## config.mk

```make
export PLATFORM = sky130hd
export DESIGN_NAME = combo_lock_fsm
export DESIGN_NICKNAME = d
export VERILOG_FILES = /design/src/rtl/combo_lock_fsm.sv
export SDC_FILE = /design/constraint.sdc
export NUM_CORES = 1
export LEC_CHECK = 0
export BUFFER_PORTS_ARGS = -buffer_cell sky130_fd_sc_hd__buf_2
export CAP_MARGIN = 20
export CORE_MARGIN = 1
export CORE_UTILIZATION = 47
export DETAILED_ROUTE_END_ITERATION = 8
export PLACE_DENSITY_LB_ADDON = 0.15
export SYNTH_ARGS = -nofsm -noshare
export SYNTH_HDL_FRONTEND = slang
export SYNTH_SLANG_ARGS = --single-unit
```

## constraint.sdc

```tcl
create_clock -name clk -period 2.2 [get_ports clk]
set_input_delay 0.11 -clock clk [delete_from_list [all_inputs] [get_ports clk]]
set_output_delay 0.11 -clock clk [all_outputs]
set_load 0.005 [all_outputs]
```

## src/rtl/combo_lock_fsm.sv

```systemverilog
// rtl/combo_lock_fsm.sv - four-digit code lock FSM; optional code reprogramming under COMBO_LOCK_PROGRAM_EN
module combo_lock_fsm #(
    parameter logic [15:0] CODE           = 16'h1234,
    parameter logic [31:0] OPEN_CYCLES    = 32'd50_000_000,
    parameter logic [31:0] FAIL_CYCLES    = 32'd25_000_000,
    parameter logic [31:0] LOCKOUT_CYCLES = 32'd250_000_000,
    parameter int unsigned MAX_FAILS      = 3
) (
    input  logic        clk,
    input  logic        rstn,
    input  logic [3:0]  enc,
    input  logic [1:0]  pb_press_type,
    output logic [15:0] display_value,
    output logic [1:0]  digit_idx,
    output logic        unlocked,
    output logic        alarm,
    output logic [2:0]  fail_cnt
);

`ifdef COMBO_LOCK_PROGRAM_EN
    typedef enum logic [2:0] {
        ST_ENTRY, ST_CHECK, ST_OPEN, ST_FAIL, ST_LOCKOUT, ST_PROGRAM
    } state_t;
`else
    typedef enum logic [2:0] {
        ST_ENTRY, ST_CHECK, ST_OPEN, ST_FAIL, ST_LOCKOUT
    } state_t;
`endif

    state_t      state_q, state_d;
    logic [15:0] entry_q, entry_d;
    logic [1:0]  idx_q, idx_d;
    logic [31:0] timer_q, timer_d;
    logic [2:0]  fail_q, fail_d;
    logic [15:0] disp_q, disp_d;
    logic        unl_q, unl_d;
    logic        alarm_q, alarm_d;
    logic [15:0] code_cur;
    logic [2:0]  fail_inc;
    logic        is_short, is_long;

    assign is_short = (pb_press_type == 2'b01);
    assign is_long  = (pb_press_type == 2'b10);
    assign fail_inc = (fail_q == 3'd7) ? 3'd7 : fail_q + 3'd1;

`ifdef COMBO_LOCK_PROGRAM_EN
    logic [15:0] code_q, code_d;
    logic        is_double;
    assign is_double = (pb_press_type == 2'b11);
    assign code_cur  = code_q;
`else
    assign code_cur  = CODE;
`endif

    always_ff @(posedge clk or negedge rstn) begin
        if (!rstn) begin
            state_q <= ST_ENTRY;
            entry_q <= 16'h0000;
            idx_q   <= 2'd0;
            timer_q <= 32'd0;
            fail_q  <= 3'd0;
            disp_q  <= 16'h0000;
            unl_q   <= 1'b0;
            alarm_q <= 1'b0;
`ifdef COMBO_LOCK_PROGRAM_EN
            code_q  <= CODE;
`endif
        end else begin
            state_q <= state_d;
            entry_q <= entry_d;
            idx_q   <= idx_d;
            timer_q <= timer_d;
            fail_q  <= fail_d;
            disp_q  <= disp_d;
            unl_q   <= unl_d;
            alarm_q <= alarm_d;
`ifdef COMBO_LOCK_PROGRAM_EN
            code_q  <= code_d;
`endif
        end
    end

    always_comb begin
        state_d = state_q;
        entry_d = entry_q;
        idx_d   = idx_q;
        timer_d = timer_q;
        fail_d  = fail_q;
`ifdef COMBO_LOCK_PROGRAM_EN
        code_d  = code_q;
`endif
        case (state_q)
            ST_ENTRY: begin
                if (is_short) begin
                    entry_d = {entry_q[11:0], enc};
                    idx_d   = idx_q + 2'd1;
                    if (idx_q == 2'd3) state_d = ST_CHECK;
                end else if (is_long) begin
                    entry_d = 16'h0000;
                    idx_d   = 2'd0;
                end
            end
            ST_CHECK: begin
                entry_d = 16'h0000;
                idx_d   = 2'd0;
                if (entry_q == code_cur) begin
                    fail_d  = 3'd0;
                    state_d = ST_OPEN;
                    timer_d = OPEN_CYCLES - 32'd1;
                end else begin
                    fail_d = fail_inc;
                    if ({29'd0, fail_inc} >= MAX_FAILS) begin
                        state_d = ST_LOCKOUT;
                        timer_d = LOCKOUT_CYCLES - 32'd1;
                    end else begin
                        state_d = ST_FAIL;
                        timer_d = FAIL_CYCLES - 32'd1;
                    end
                end
            end
            ST_OPEN: begin
                if (is_long) begin
                    state_d = ST_ENTRY;
`ifdef COMBO_LOCK_PROGRAM_EN
                end else if (is_double) begin
                    state_d = ST_PROGRAM;
                    entry_d = 16'h0000;
                    idx_d   = 2'd0;
`endif
                end else if (timer_q == 32'd0) begin
                    state_d = ST_ENTRY;
                end else begin
                    timer_d = timer_q - 32'd1;
                end
            end
            ST_FAIL: begin
                if (timer_q == 32'd0) state_d = ST_ENTRY;
                else                  timer_d = timer_q - 32'd1;
            end
            ST_LOCKOUT: begin
                if (timer_q == 32'd0) begin
                    state_d = ST_ENTRY;
                    fail_d  = 3'd0;
                end else begin
                    timer_d = timer_q - 32'd1;
                end
            end
`ifdef COMBO_LOCK_PROGRAM_EN
            ST_PROGRAM: begin
                // No timeout here: the operator stays until four digits or an abort.
                if (is_short) begin
                    entry_d = {entry_q[11:0], enc};
                    idx_d   = idx_q + 2'd1;
                    if (idx_q == 2'd3) begin
                        code_d  = {entry_q[11:0], enc};
                        entry_d = 16'h0000;
                        state_d = ST_ENTRY;
                    end
                end else if (is_long) begin
                    entry_d = 16'h0000;
                    idx_d   = 2'd0;
                    state_d = ST_ENTRY;
                end
            end
`endif
            default: begin
                state_d = ST_ENTRY;
                entry_d = 16'h0000;
                idx_d   = 2'd0;
            end
        endcase

        // Outputs are registered from the next state so they line up with it.
        disp_d  = entry_d;
        unl_d   = 1'b0;
        alarm_d = 1'b0;
        case (state_d)
            ST_OPEN: begin
                disp_d = 16'hAAAA;
                unl_d  = 1'b1;
            end
            ST_FAIL:    disp_d = 16'hEEEE;
            ST_LOCKOUT: begin
                disp_d  = 16'hDDDD;
                alarm_d = 1'b1;
            end
`ifdef COMBO_LOCK_PROGRAM_EN
            ST_PROGRAM: unl_d = 1'b1;
`endif
            default: disp_d = entry_d;
        endcase
    end

    assign display_value = disp_q;
    assign digit_idx     = idx_q;
    assign unlocked      = unl_q;
    assign alarm         = alarm_q;
    assign fail_cnt      = fail_q;

endmodule

```

# --- Yosys cells after proc, flatten, opt, wreduce, memory -nomap -nowiden ---
# Cells that the tools add are included.
classes:
  eq_ne: 15
  muxes: 25
  n_shift: 0
  reduce_logical: 9
  magnitude_cmp: 1
  addsub: 3
  n_bitwise: 1
  n_mul: 0
  div: 0
op_table:
  columns: ["op", "count"]
  rows:
  - ["32-bit case mux with 3 select lines", 1]
  - ["32-bit two-way mux", 2]
  - ["28-bit two-way mux", 2]
  - ["16-bit case mux with 3 select lines", 1]
  - ["32-bit zero test", 1]
  - ["16-bit two-way mux", 2]
  - ["16-bit case mux with 2 select lines", 1]
  - ["32-bit by 1-bit subtractor with 32-bit output, second input constant", 1]
  - ["3-bit two-way mux", 9]
  - ["16-bit by 13-bit == test with 1-bit output, second input constant", 1]
  - ["3-bit by 2-bit == test with 1-bit output, second input constant", 4]
  - ["3-bit case mux with 4 select lines", 1]
  - ["3-bit == test, second input constant", 3]
  - ["3-bit case mux with 2 select lines", 1]
  - ["2-bit AND reduction", 3]
  - ["2-bit == test, second input constant", 2]
  - ["2-bit two-way mux", 2]
  - ["2-bit != test, second input constant", 2]
  - ["2-bit case mux with 2 select lines", 1]
  - ["3-bit by 1-bit adder with 3-bit output, second input constant", 1]
  - ["3-bit by 1-bit == test with 1-bit output, second input constant", 1]
  - ["3-bit by 2-bit greater-or-equal comparator with 1-bit output, second input constant", 1]
  - ["3-bit zero test", 1]
  - ["3-bit != test, second input constant", 1]
  - ["other kinds (8)", 9]
word_totals:
  word_cells: 62
  out_inout_bits: 23
  mem_bits_rw: 0
  latchBits: 0
  rom_bits: 0
  n_memories: 0
  input_bits: 8
  regBits: 74

# --- Logic depth before layout (Yosys ltp) ---
depth:
  depth_word: 8
  ltp_mapped: 9
  ltp_nobuf: 9

# --- Worst setup path after synthesis ---
# No wires, ideal clock.
synth_path:
  kind: "register to register"
  start: "reg timer_q[15]"
  end: "reg disp_q[10] (netlist: display_value[10])"
  period_less_slack_ns: 2.367
  setup_time_ns: 0.126
  n_path_buf: 0
  path_stages_with_launch: 8
  arrival_time_ns: 2.241
  slack_ns: -0.167
  t_required_ns: 2.074
  path_cell_list: "dfrtp_1 or3_4 or4_4 or3_4 a32oi_4 inv_2 nor2_1 o21ai_1"
synth_via:
  elab_chain_cells: 6
  elab_cells_between_ends: 8
  cone_classes: "eq/ne (3); mux (4); reduce/logical (1)"
synth_lines:
  columns: ["item", "line_no", "text"]
  rows:
  - ["from (decl)", "33", "logic [31:0] timer_q, timer_d;"]
  - ["from (signal assigned)", "72", "timer_q <= timer_d;"]
  - ["32-bit zero test *", "130, 137, 141", null]
  - ["3-bit two-way mux *", "130, 137, 141", null]
  - ["3-bit two-way mux", "122", "if (is_long) begin"]
  - ["3-bit case mux with 4 select lines *", "92", "case (state_q)"]
  - ["net state_d[1]", "30", "state_t state_q, state_d;"]
  - ["3-bit == test / 3-bit by 2-bit == test with 1-bit output (equally long branches)", "177", "case (state_d)"]
  - ["16-bit case mux with 3 select lines *", "177", null]
  - ["net disp_d[10]", "35", "logic [15:0] disp_q, disp_d;"]
  - ["to (signal assigned)", "74", "disp_q <= disp_d;"]
  - ["to (decl)", "35", null]
# Mark *: on every way through the listed nets, which the timed path passes. The rest lies on a longest branch.
# A chain may end at the register's enable or synchronous reset.

# --- Worst setup path in the final report ---
layout_path:
  start: "reg timer_q[15]"
  end: "reg timer_q[26]"
layout_via:
  elab_chain_cells: 4
  elab_cells_between_ends: 5
  cone_classes: "add/sub (1); mux (3); reduce/logical (1)"
layout_lines:
  columns: ["item", "line_no"]
  rows:
  - ["32-bit by 1-bit subtractor with 32-bit output / 32-bit zero test (equally long branches)", null]
  - ["32-bit two-way mux *", "130, 137, 141"]
  - ["32-bit two-way mux", "122"]
  - ["32-bit case mux with 3 select lines *", "92"]
# Every way passes the cells marked *; elsewhere a longest branch is shown, timed or not. The select of a mux whose other input is x is not followed.

==> results.py <==
metrics = {
    "layout": {
        "layout-drive-gt1-share_pct": 42.6,
        "diodes": 0,
        "fin_nets": 480,
        "layout.cells.non_filler": 571,
        "design_area_um2": 5110,
        "final_core_utilization_pct": 69.7,
        "fillers": 542,
        "regArea_um2": 1850,
        "area_growth_syn_to_layout_pct": 42.4,
        "multiInputGateArea_um2": 2010,
    },
    "placed_design": {
        "gp_congestion": 0.907,
        "dp_slack_ns": -0.203,
        "dp.cells": 538,
        "dp_hpwl_um": 5970,
        "io_buffers": 30,
        "place_area_um2": 4390,
    },
    "clock_tree": {
        "cts_tree": "done",
        "clock_path_buffers": 2,
        "clk-insertion-delay-late_ns": 0.37,
        "numCtsBuffers": 9,
        "root_buffer": "clkbuf_8",
        "clk_pin_slew_ns": 0.08,
        "cts_num_sinks": 74,
        "htreeDepth": 3,
    },
    "power": {
        "power.total_mw": 7.45,
        "seqPwrFrac_pct": 29.2,
        "power.share.clock_pct": 15.1,
        "peakVddDrop_uv": 742,
        "intPower_mw": 4.37,
        "p_comb_share_pct": 55.6,
        "p_leak_nw": 2.27,
        "p_per_area_nw_per_um2": 1460,
        "swShare_pct": 41.4,
        "p_sw_mw": 3.09,
    },
    "floorplanning": {
        "core_area_um2": 7330,
        "rows": 31,
        "fp.dieH_um": 89.4,
        "ios": 31,
        "dieArea_um2": 7990,
        "initial_core_util_pct": 49.0,
        "die_x_um": 89.4,
    },
    "timing": {
        "final-hold-violation-count": 0,
        "final-setup-viol-count": 26,
        "period_share_pct": 105,
        "fin_tns_setup_ns": -1.28,
        "post-route-min-period_ns": 2.31,
        "rsz0062_at_grt": "true",
        "slew_headroom_pct": 68.6,
        "worst_slack_ns": -0.112,
        "fmax_ghz": 0.433,
        "drv_slew": 0,
        "fin_skew_ns": 0.0131,
        "tightestPinTransition_ns": 0.470,
        "whs_ns": 0.0112,
    },
    "logic_synthesis": {
        "yosysWarnings": 0,
        "yosysSeqAreaShare_pct": 51.6,
        "synthCells": 359,
        "synthXorXnorAreaFrac_pct": 3.66,
        "synth.most_common_cell": "dfrtp_1",
        "synth_mux_area_share_pct": 0,
        "synth_common_cells": "74 x dfrtp_1, 39 x nand2_1, 35 x nor2_1",
        "synth_async_sr_flop_share_pct": 100,
        "synth.cell_area_um2": 3590,
        "syn-num-nets": 372,
        "netlist.area_leader.share_pct": 51.6,
        "synth.avg_cell_area_um2": 10.0,
        "ys.flop_type": "dfrtp_1",
        "synth.distinct_cells": 53,
        "ys_seq_elements": 74,
        "ys_top_cells_by_area": "dfrtp_1 52%, nand2_1 4.1%, a22o_1 3.9%, a21oi_1 3.8%, nor2_1 3.7%",
        "synth_top_cell_by_area": "dfrtp_1",
        "synth_fa_ha_area_share_pct": 1.74,
        "synth-edff-count": 0,
        "synth_compound_area_share_pct": 20.1,
        "yosys.area_share.simple_pct": 20.0,
        "synth_top_family_by_area": "compound AO/OA/AOI/OAI gates",
    },
    "global_route": {
        "grt_pass1_wl_um": 14400,
        "antenna_found_initial": 0,
        "grt_start_max_net_pins": 75,
        "grt_overflow_total": 0,
        "track_usage_pct": 24.6,
        "grt_pass1_vias": 2843,
    },
    "detailed_routing": {
        "drt_iter0_drc": 227,
        "ant_nets": 0,
        "routedWlPerCell_um": 17.0,
        "drc": 0,
        "wl_um": 9730,
        "firstDrtPassIters": 5,
        "viasPerCell": 5.68,
        "num_vias": 3246,
    },
    "outcome": {
        "violations": "negative setup slack",
        "outcome": "finished with violations",
    },
    "critical_path": {
        "worstPathArrival_ns": 2.56,
        "end_kind": "flip-flop",
        "crit_path_start_kind": "flip-flop",
        "required_ns": 2.44,
        "crit_fanout": 6,
        "critical_path_class": "flip-flop to flip-flop",
    },
    "flow_run": {
        "maxCapViolations": 0,
    },
    "worst_hold_path": {
        "hp-class": "input pin to flip-flop",
    },
}
[worst max-delay path: stages, from the launching register on]
cell	delay (ns)
dfrtp_1	0.38
or3_4	0.38
or4_4	0.46
o32ai_4	0.32
buf_12	0.19
and2_4	0.21
a21oi_1	0.06
o21a_1	0.19
[area by class of cell]
| class | count | area share, % |
|---|---|---|
| sequential | 74 | 36.2 |
| clock inverter | 7 | 1.64 |
| multi-input combinational | 262 | 39.3 |
| clock buffer | 9 | 2.42 |
| inverter | 11 | 0.808 |
| timing repair buffer | 109 | 17.2 |
| tap | 99 | 2.42 |
[state kept, by name, summed over array words and instances (netlist names)]
name,count
fail_cnt,3
alarm,1
digit_idx,2
entry_q,16
unlocked,1
display_value,16
timer_q,32
state_q,3
[cell usage in the layout, fill, tap and decap left out, types with 10 or more instances in the layout]
cell type and count:
buf_4 63, xnor2_1 13, nor2_1 28, nand2_1 29, inv_1 10, a22o_1 16, dfrtp_1 74, o21ai_1 10
buf_2 29, a21oi_1 16
[metal layers]
metal	vias up	routed length, um	GRT usage [%]
met2	106	4490	35.8
met5	-	0	0
met1	1590	4540	36.3
met3	22	482	5.63
met4	0	218	7.94
li1	1528	-	-
[power groups by stage]
stage / Sequential (mW) / Combinational (mW) / Clock (mW)
after global routing: 2.23 / 4.46 / 1.20
after detailed placement: 2.16 / 3.02 / 0
final: 2.18 / 4.15 / 1.13
after floorplan: 2.13 / 1.88 / 0
after global placement: 2.15 / 2.98 / 0
after CTS: 2.16 / 3.35 / 1.15
[cells by family (layout without fill, tap and decap cells)]
group | Yosys count | in the layout
fa+ha+maj | 5 | 5
simple gates | 135 | 138
buf+inv | 26 | 136
compound gates | 104 | 104
flops | 74 | 74
xor+xnor | 15 | 15
[timing repair]
action | in CTS | in global routing
setup endpoints to repair | 45 | 54
gates cloned | 3 | 3
endpoints found under the hold margin | 77 | 0
setup buffers | 4 | 4
pin swaps | 7 | 45
hold buffers | 4 | 0
resized for setup | 37 | 65
[final timing paths]
check,slack [ns],startpoint,cells past startpoint,endpoint
min in group asynchronous,0.30,rstn,3,timer_q[5]
hold / removal,0.01,enc[3],2,entry_q[3]
setup reg to reg,-0.11,timer_q[15],7,timer_q[26]
setup / recovery,-0.11,timer_q[15],7,timer_q[26]
max in group asynchronous,1.60,rstn,3,timer_q[18]
hold reg to reg,0.52,timer_q[14],2,timer_q[14]
(Power assumes the default switching activity.)
